## src/rtl/sprite_pkg.sv

```systemverilog
// rtl/sprite_pkg.sv - shared sprite geometry defaults and palette index type
package sprite_pkg;
    localparam int SPR_W     = 32;
    localparam int SPR_H     = 48;
    localparam int N_FRAMES  = 4;
    localparam int ANIM_DIV  = 8;
    localparam int ADDR_W    = 13;
    localparam int FRAME_PIX = SPR_W * SPR_H;

    typedef logic [4:0] pal_idx_t;
endpackage

```

## src/rtl/sprite_fetch_edge_sync.sv

```systemverilog
// rtl/sprite_fetch_edge_sync.sv - 2-flop synchronizer with registered rising-edge pulse
module edge_sync (
    input  logic Clk,
    input  logic Reset_n,
    input  logic async_i,
    output logic pulse_o
);
    logic meta_q, sync_q, prev_q, pulse_q;

    // Pulse lands three Clk edges after the async rise, one cycle wide.
    always_ff @(posedge Clk or negedge Reset_n) begin
        if (!Reset_n) begin
            meta_q  <= 1'b0;
            sync_q  <= 1'b0;
            prev_q  <= 1'b0;
            pulse_q <= 1'b0;
        end else begin
            meta_q  <= async_i;
            sync_q  <= meta_q;
            prev_q  <= sync_q;
            pulse_q <= sync_q & ~prev_q;
        end
    end

    assign pulse_o = pulse_q;
endmodule

```

## src/rtl/sprite_fetch.sv

```systemverilog
// rtl/sprite_fetch.sv - player sprite box test, ROM addressing and 2-stage output pipeline
module sprite_fetch #(
    parameter  int SPR_W    = sprite_pkg::SPR_W,
    parameter  int SPR_H    = sprite_pkg::SPR_H,
    parameter  int N_FRAMES = sprite_pkg::N_FRAMES,
    parameter  int ANIM_DIV = sprite_pkg::ANIM_DIV,
    parameter  int ADDR_W   = sprite_pkg::ADDR_W,
    localparam int AF_W     = (N_FRAMES > 1) ? $clog2(N_FRAMES) : 1
) (
    input  logic                 Clk,
    input  logic                 Reset_n,
    input  logic                 frame_clk,
    input  logic [9:0]           pos_x,
    input  logic [9:0]           pos_y,
    input  logic                 moving,
    input  logic                 facing_left,
    input  logic [9:0]           DrawX,
    input  logic [9:0]           DrawY,
    output logic [ADDR_W-1:0]    rom_addr,
    input  sprite_pkg::pal_idx_t rom_q,
    output logic                 is_player,
    output sprite_pkg::pal_idx_t stand_data_out,
    output logic [9:0]           DrawX_o,
    output logic [9:0]           DrawY_o,
    output logic [AF_W-1:0]      anim_frame
);
    localparam int DIV_W     = (ANIM_DIV > 1) ? $clog2(ANIM_DIV) : 1;
    localparam int FRAME_PIX = SPR_W * SPR_H;

    logic frame_tick;

    edge_sync u_frame_sync (
        .Clk     (Clk),
        .Reset_n (Reset_n),
        .async_i (frame_clk),
        .pulse_o (frame_tick)
    );

    logic [9:0]       px_q, py_q;
    logic             flip_q;
    logic [DIV_W-1:0] div_q;
    logic [AF_W-1:0]  anim_q;

    // Shadow copies only move on the frame tick so a frame never tears.
    always_ff @(posedge Clk or negedge Reset_n) begin
        if (!Reset_n) begin
            px_q   <= '0;
            py_q   <= '0;
            flip_q <= 1'b0;
            div_q  <= '0;
            anim_q <= '0;
        end else if (frame_tick) begin
            px_q   <= pos_x;
            py_q   <= pos_y;
            flip_q <= facing_left;
            if (!moving) begin
                div_q  <= '0;
                anim_q <= '0;
            end else if (div_q == DIV_W'(ANIM_DIV - 1)) begin
                div_q  <= '0;
                anim_q <= (anim_q == AF_W'(N_FRAMES - 1)) ? '0 : anim_q + AF_W'(1);
            end else begin
                div_q  <= div_q + DIV_W'(1);
            end
        end
    end

    logic [10:0]       x11, y11, px11, py11, dx, dy, col;
    logic              hit_d;
    logic [ADDR_W-1:0] rom_addr_d;

    // 11-bit arithmetic keeps a box hanging past X=1023 from wrapping to low X.
    always_comb begin
        x11        = {1'b0, DrawX};
        y11        = {1'b0, DrawY};
        px11       = {1'b0, px_q};
        py11       = {1'b0, py_q};
        dx         = x11 - px11;
        dy         = y11 - py11;
        hit_d      = (x11 >= px11) && (x11 < px11 + 11'(SPR_W)) &&
                     (y11 >= py11) && (y11 < py11 + 11'(SPR_H));
        col        = flip_q ? (11'(SPR_W - 1) - dx) : dx;
        rom_addr_d = '0;
        if (hit_d) begin
            rom_addr_d = ADDR_W'(anim_q) * ADDR_W'(FRAME_PIX)
                       + ADDR_W'(dy) * ADDR_W'(SPR_W)
                       + ADDR_W'(col);
        end
    end

    logic [ADDR_W-1:0]    rom_addr_q;
    logic                 hit_d1_q, is_player_q;
    logic [9:0]           drawx_d1_q, drawy_d1_q, drawx_o_q, drawy_o_q;
    sprite_pkg::pal_idx_t stand_q;

    always_ff @(posedge Clk or negedge Reset_n) begin
        if (!Reset_n) begin
            rom_addr_q  <= '0;
            hit_d1_q    <= 1'b0;
            drawx_d1_q  <= '0;
            drawy_d1_q  <= '0;
            is_player_q <= 1'b0;
            stand_q     <= '0;
            drawx_o_q   <= '0;
            drawy_o_q   <= '0;
        end else begin
            rom_addr_q  <= rom_addr_d;
            hit_d1_q    <= hit_d;
            drawx_d1_q  <= DrawX;
            drawy_d1_q  <= DrawY;
            is_player_q <= hit_d1_q;
            stand_q     <= hit_d1_q ? rom_q : '0;
            drawx_o_q   <= drawx_d1_q;
            drawy_o_q   <= drawy_d1_q;
        end
    end

    assign rom_addr       = rom_addr_q;
    assign is_player      = is_player_q;
    assign stand_data_out = stand_q;
    assign DrawX_o        = drawx_o_q;
    assign DrawY_o        = drawy_o_q;
    assign anim_frame     = anim_q;
endmodule

```

## config.mk

```make
export PLATFORM = sky130hd
export DESIGN_NAME = sprite_fetch
export DESIGN_NICKNAME = d
export VERILOG_FILES = /design/src/rtl/sprite_pkg.sv /design/src/rtl/sprite_fetch_edge_sync.sv /design/src/rtl/sprite_fetch.sv
export SDC_FILE = /design/constraint.sdc
export NUM_CORES = 1
export LEC_CHECK = 0
export ABC_AREA = 1
export CAP_MARGIN = 10
export CORE_MARGIN = 4
export CORE_UTILIZATION = 45
export CTS_BUF_LIST = sky130_fd_sc_hd__clkbuf_16
export DETAILED_ROUTE_END_ITERATION = 8
export MAX_ROUTING_LAYER = met4
export PLACE_DENSITY_LB_ADDON = 0.3
export REMOVE_ABC_BUFFERS = 1
export SYNTH_ARGS = -nofsm -noshare
export SYNTH_HDL_FRONTEND = slang
export SYNTH_HIERARCHICAL = 1
export SYNTH_SLANG_ARGS = --single-unit
```

## constraint.sdc

```tcl
create_clock -name Clk -period 3.8 [get_ports Clk]
set_input_delay 0.76 -clock Clk [delete_from_list [all_inputs] [get_ports Clk]]
set_output_delay 0.76 -clock Clk [all_outputs]
set_load 0.02 [all_outputs]
```

Word-level counts from Yosys, hierarchy flattened
Cells that the tools add are included.

word-level totals
  output and inout bits = 41
  bits in writable memories = 0
  latch bits = 0
  memories = 0
  bits in read-only memories = 0
  flip-flop bits (word level) = 90

cells by class
  $lt $le $gt $ge = 4
  multiply operators = 1
  equal/unequal tests = 3
  bitwise logic cells = 2
  div/mod/pow operators = 0
  multiplexer cells = 8
  shift operators = 0
  reduce and logical (&&, ||, !) cells = 4
  add/sub/neg operators = 9

operators by type and width
  kind                                                                      number
  10-bit by 6-bit adder with 11-bit output (second input constant)          2
  10-bit by 11-bit < comparator with 1-bit output                           2
  10-bit greater-or-equal comparator                                        2
  13-bit by 11-bit adder with 13-bit output                                 1
  13-bit adder                                                              1
  13-bit two-way mux                                                        1
  11-bit two-way mux                                                        1
  10-bit by 10-bit subtractor with 11-bit output                            1
  5-bit by 11-bit subtractor with 11-bit output (first input constant)      1
  8-bit subtractor                                                          1
  2-bit two-way mux                                                         3
  3-bit two-way mux                                                         2
  5-bit two-way mux                                                         1
  2-bit by 2-bit multiplier with 4-bit output (second input constant)       1
  3-bit by 1-bit adder with 3-bit output (second input constant)            1
  3-bit equality test (second input constant)                               1
  1-bit logical AND                                                         3
  2-bit by 1-bit adder with 2-bit output (second input constant)            1
  2-bit equality test (second input constant)                               1
  2-bit by 1-bit inequality test with 1-bit output (second input constant)  1
  2-bit AND reduction                                                       1
  1-bit AND                                                                 1
  1-bit inverter                                                            1

Longest topological paths before layout
  depth after elaboration = 6
  depth in mapped cells = 27
  mapped depth without buffers = 27

Hierarchy
Netlist, hierarchy kept.

modules (own cells, without submodules)
  module        cells an instance  area each (um2)  sequential area each (um2)  times used
  sprite_fetch  485                4,530.6          2,152.1                     1
  edge_sync     6                  110.1            100.1                       1

Worst setup path before layout
OpenSTA, ideal clock, no wires.

  path kind = input -> register
  start = input port DrawX[0]
  end = register rom_addr_q[12], in the netlist rom_addr[12]
  library setup time = 118 ps
  setup slack = -15 ps
  stages = 23
  arrival = 3,697 ps
  cells stage by stage = inv_1 ha_1 inv_1 fa_1 nand3_1 nand3_1 nand2_1 nand2_1 ha_1 nand3_1 nand3_1 nand2_1 inv_1 fa_1 inv_1 ha_1 a21oi_1 o21ai_0 a21o_1 a21oi_1 nand3_1 nand2_1 nor2_1

between the ends
  cells in the longest elaborated chain, start to end = 5
  elaborated cells between the ends (all ways) = 10
  classes of those cells = 3 x add/sub; 2 x order compare; 2 x mux; 3 x reduce/logical

ends and longest elaborated chain
  what                                                                                RTL line                                source
  start: declaration                                                                  sprite_fetch.sv:17                      input logic [9:0] DrawX,
  10-bit by 10-bit subtractor with 11-bit output, or another cell as far along        sprite_fetch.sv:78                      dx = x11 - px11;
  5-bit by 11-bit subtractor with 11-bit output or 1-bit logical AND (tied branches)  sprite_fetch.sv:82, sprite_fetch.sv:80
  11-bit two-way mux or 1-bit logical AND (tied branches)                             sprite_fetch.sv:82, sprite_fetch.sv:80
  13-bit by 11-bit adder with 13-bit output or 1-bit logical AND (tied branches)      sprite_fetch.sv:87, sprite_fetch.sv:81
  13-bit two-way mux *                                                                sprite_fetch.sv:84                      if (hit_d) begin
  via rom_addr_d[12]                                                                  sprite_fetch.sv:70                      logic [ADDR_W-1:0] rom_addr_d;
  end signal: assignment                                                              sprite_fetch.sv:107                     rom_addr_q <= rom_addr_d;
  end: declaration                                                                    sprite_fetch.sv:91                      logic [ADDR_W-1:0] rom_addr_q;

Mark *: on every way through the listed nets, which the timed path passes. The rest lies on a longest branch.
A chain may end at the register's enable or synchronous reset.

Final worst setup path
  start = input port DrawX[2]
  end = register rom_addr_q[12], in the netlist rom_addr[12]

The elaborated chain is that of the path after synthesis.

==> results.yml <==
outcome:
  status: "finished, final reports clean"
cts:
  cts-root-buf: "clkbuf_16"
  cts_tree: "yes"
  clockBufferDepth: 2
  cts_made_buffers: 9
  clock_sinks: 90
  htreeDepth: 3
  clk_pin_slew_ns: 0.06
  clock_latency_ns: 0.34
  ctsHoldBuffers: 0
sta:
  setup_viol: 0
  hold_ws_ns: 0.3421
  hold_viol_final: 0
  fmax_mhz: 272.4
  drv_slew: 0
  skew_ns: 0.007684
  tightest_slew_ns: 0.7567
  relSlewSlack: 0.4955
  fin_crit_sh: 0.9662
  period_needed_ns: 3.672
placement:
  gp_congestion: 0.8702
  dp_hpwl_um: 7632
  io_buffers: 90
setup_path:
  critical_path.top_delay_family: "adder cells"
  critPathKind: "in2reg"
  critPathCaptureType: "flop"
  cp-start-kind: "input port"
  timing.rr.end: "rom_addr[12]$_DFF_PN0_"
  crit_arrival_ns: 3.93
  required_ns: 4.06
  cp_slowest_stage_delay_ns: 0.54
  worst-path-buf-inv: 5
  cp.depth: 26
  cp_slowest_cell: "fa_1"
  r2r-start: "px_q[5]$_DFFE_PN0P_"
  crit_top_cell: "nand2_1"
  worst-path-max-fanout: 4
  r2r_slack_ns: 0.26
  reg2regPathDepth: 25
route:
  vias: 3651
  wl_met1_um: 4525
  wl_met2_um: 4925
  wl_met3_um: 476
  wl_um: 10140
  dr.max_layer_used: "met4"
  antenna_left: 0
  post_drt_wl_per_cell_um: 13.15
  firstDrtPassIters: 4
  drtIter0Drc: 165
  vias_per_cell: 4.735
  route.detailed.drc: 0
finish:
  final_util: 0.6588
  ff_latch_area_um2: 2252
  layout-drive-gt1-share: 0.1975
  final_nets: 737
  multiInputGateArea_um2: 2315
  fill_cells: 789
  n_antenna_cell: 0
  area_growth_pct: 40.68
pwr:
  irDropWorstVdd_mv: 0.3037
  pwr-share-clk: 0.228
  powerDensity_nw_per_um2: 527.5
  combPwrFrac: 0.453
  power_switching_uw: 1195
  internal-power_uw: 2249
  p_leak_uw: 0.003214
  seqPwrFrac: 0.319
  netSwitchingFraction: 0.3471
global_routing:
  antenna_found_initial: 0
  grtUsageTotal: 0.1823
  grt_max_degree: 62
  grt_overflow: 0
  grt_pass1_vias: 3668
  grt_pass1_wl_um: 16530
logic_synthesis:
  synth_top_area_cell: "dfrtp_1"
  syn_avg_cell_area_um2: 9.452
  yosysWarningCount: 6
  synth_top_area_frac: 0.4853
  ys_types: 33
  synth_area_leaders: "dfrtp_1 49%, ha_1 13%, nand2_1 8.1%, inv_1 6.0%, o21ai_0 3.1%"
  synth-seq-cells: 90
  synth.cell_area_um2: 4641
  synthCells: 491
  synth-seq-area-share: 0.4853
floorplan:
  initial_core_util: 0.4683
  num_rows: 36
  dieArea_um2: 12000
  io_pins: 91
  die_width_um: 109.6
  coreArea_um2: 9910
  fp.dieH_um: 109.6
worst_hold_path:
  hold_path_depth: 0
  worstHoldStart: "drawx_d1_q[6]$_DFF_PN0_"
  min_to: "DrawX_o[6]$_DFF_PN0_"
  min_path_type: "reg2reg"
job:
  max_cap_viol_count: 0
cell usage after synthesis:
| master | instances |
|---|---|
| a211oi_1 | 1 |
| dfrtp_1 | 90 |
| o211ai_1 | 1 |
| nand4_1 | 11 |
| xor2_1 | 16 |
| and2_4 | 1 |
| xnor2_1 | 10 |
| a21oi_1 | 21 |
| o31ai_1 | 1 |
| inv_1 | 74 |
| clkbuf_1 | 5 |
| and3_1 | 1 |
| o21a_1 | 1 |
| or2_4 | 1 |
| o21bai_1 | 1 |
| buf_6 | 1 |
| buf_1 | 1 |
| nand3_1 | 28 |
| a31oi_1 | 1 |
| o21ai_0 | 29 |
| fa_1 | 5 |
| o21ai_2 | 1 |
| nor2_4 | 1 |
| o21ai_1 | 1 |
| nor3_1 | 3 |
| nand3_2 | 3 |
| ha_1 | 49 |
| nand2_1 | 100 |
| or2_2 | 1 |
| nor2_2 | 11 |
| nor4_1 | 1 |
| a21o_1 | 2 |
| nor2_1 | 18 |
cell usage in the layout, fill, tap and decap left out, types with 2 or more instances in the layout:
cell             instances
inv_1                   69
clkinv_4                 2
nand3_1                 22
xor2_1                  16
clkinv_1                 3
buf_4                   49
o21ai_2                  2
nand4_1                 11
dlymetal6s2s_1           4
xnor2_1                 10
nand2_2                  8
dlygate4sd2_1            3
fa_1                     4
o21ai_0                 28
clkbuf_2                 2
dfrtp_1                 90
nor2_2                  15
nand3_2                  9
a21o_1                   2
nor2_1                  14
nor3_1                   3
a21oi_2                  5
nand2_1                 92
a21oi_1                 16
clkbuf_16                9
ha_1                    36
clkdlybuf4s50_1         80
ha_4                    12
inv_2                    6
how the worst max path moves through the flow:
stage	start	endpoint
finish	DrawX[2]	rom_addr[12]$_DFF_PN0_
CTS	DrawX[5]	rom_addr[12]$_DFF_PN0_
detailed placement	DrawX[0]	rom_addr[12]$_DFF_PN0_
floorplan	DrawX[0]	rom_addr[12]$_DFF_PN0_
global placement	DrawX[0]	rom_addr[12]$_DFF_PN0_
global route	DrawX[2]	rom_addr[12]$_DFF_PN0_
sequential cells by signal, summed over array words and instances, names as in the netlist:
register              cells
u_frame_sync/pulse_o      1
u_frame_sync/prev_q       1
drawy_d1_q               10
anim_frame                2
u_frame_sync/meta_q       1
px_q                     10
u_frame_sync/sync_q       1
drawx_d1_q               10
DrawY_o                  10
py_q                     10
is_player                 1
DrawX_o                  10
div_q                     3
stand_data_out            5
hit_d1_q                  1
flip_q                    1
rom_addr                 13
timing repair:
item                                    CTS  global route
hold endpoints to repair                  0             0
buffers inserted                          0             2
gates resized for setup                  16            43
endpoints found under the setup margin    4             4
pin swaps                                 2            24
cell type report:
class / instances / area share
multi-input combinational: 320 / 0.3545
sequential: 90 / 0.3450
timing repair buffer: 138 / 0.1922
inverter: 74 / 0.04254
clock buffer: 9 / 0.03450
tap: 133 / 0.02549
clock inverter: 7 / 0.005749
power groups by stage:
stage / logic (µW) / clock network (µW) / registers (µW)
after floorplan: 775 / 0 / 1160
after global placement: 1320 / 0 / 1110
after detailed placement: 1360 / 0 / 1120
after CTS: 1430 / 805 / 1100
after global routing: 1740 / 853 / 1110
final: 1560 / 786 / 1100
layer usage:
layer,track usage,vias up
li1,-,1863
met1,0.2362,1682
met2,0.2851,90
met3,0.02114,16
met4,0.09083,0
met5,-,-
worst register-to-register path: cells and delay by family (launching register included):
| family | cells | cell delay (ns) |
|---|---|---|
| buf+inv | 5 | 0.38 |
| fa+ha+maj | 4 | 1.22 |
| flops | 1 | 0.43 |
| compound gates | 4 | 0.55 |
| simple gates | 12 | 0.87 |
cells by family (layout without fill, tap and decap cells):
logic type,count (synthesis),count (layout),share of synthesized area
fa+ha+maj,54,54,0.1537
buf+inv,81,228,0.06713
flops,90,90,0.4853
simple gates,180,180,0.1753
compound gates,60,60,0.06956
xor+xnor,26,26,0.04907
stage by stage:
stage | cells | instance area (µm²) | power [µW] | setup WS, ns | setup TNS (ns)
finish | 771 | 6529 | 3444 | 0.1284 | 0
global route | 771 | 6529 | 3702 | -0.04337 | -0.04337
CTS | 769 | 6362 | 3330 | 0.01038 | 0
detailed placement | 753 | 6017 | 2478 | -0.6851 | -2.616
global placement | 753 | 6017 | 2430 | -0.5718 | -2.081
floorplan | 484 | 4607 | 1933 | -0.02852 | -0.02852
Power figures use the tool's default switching activity.
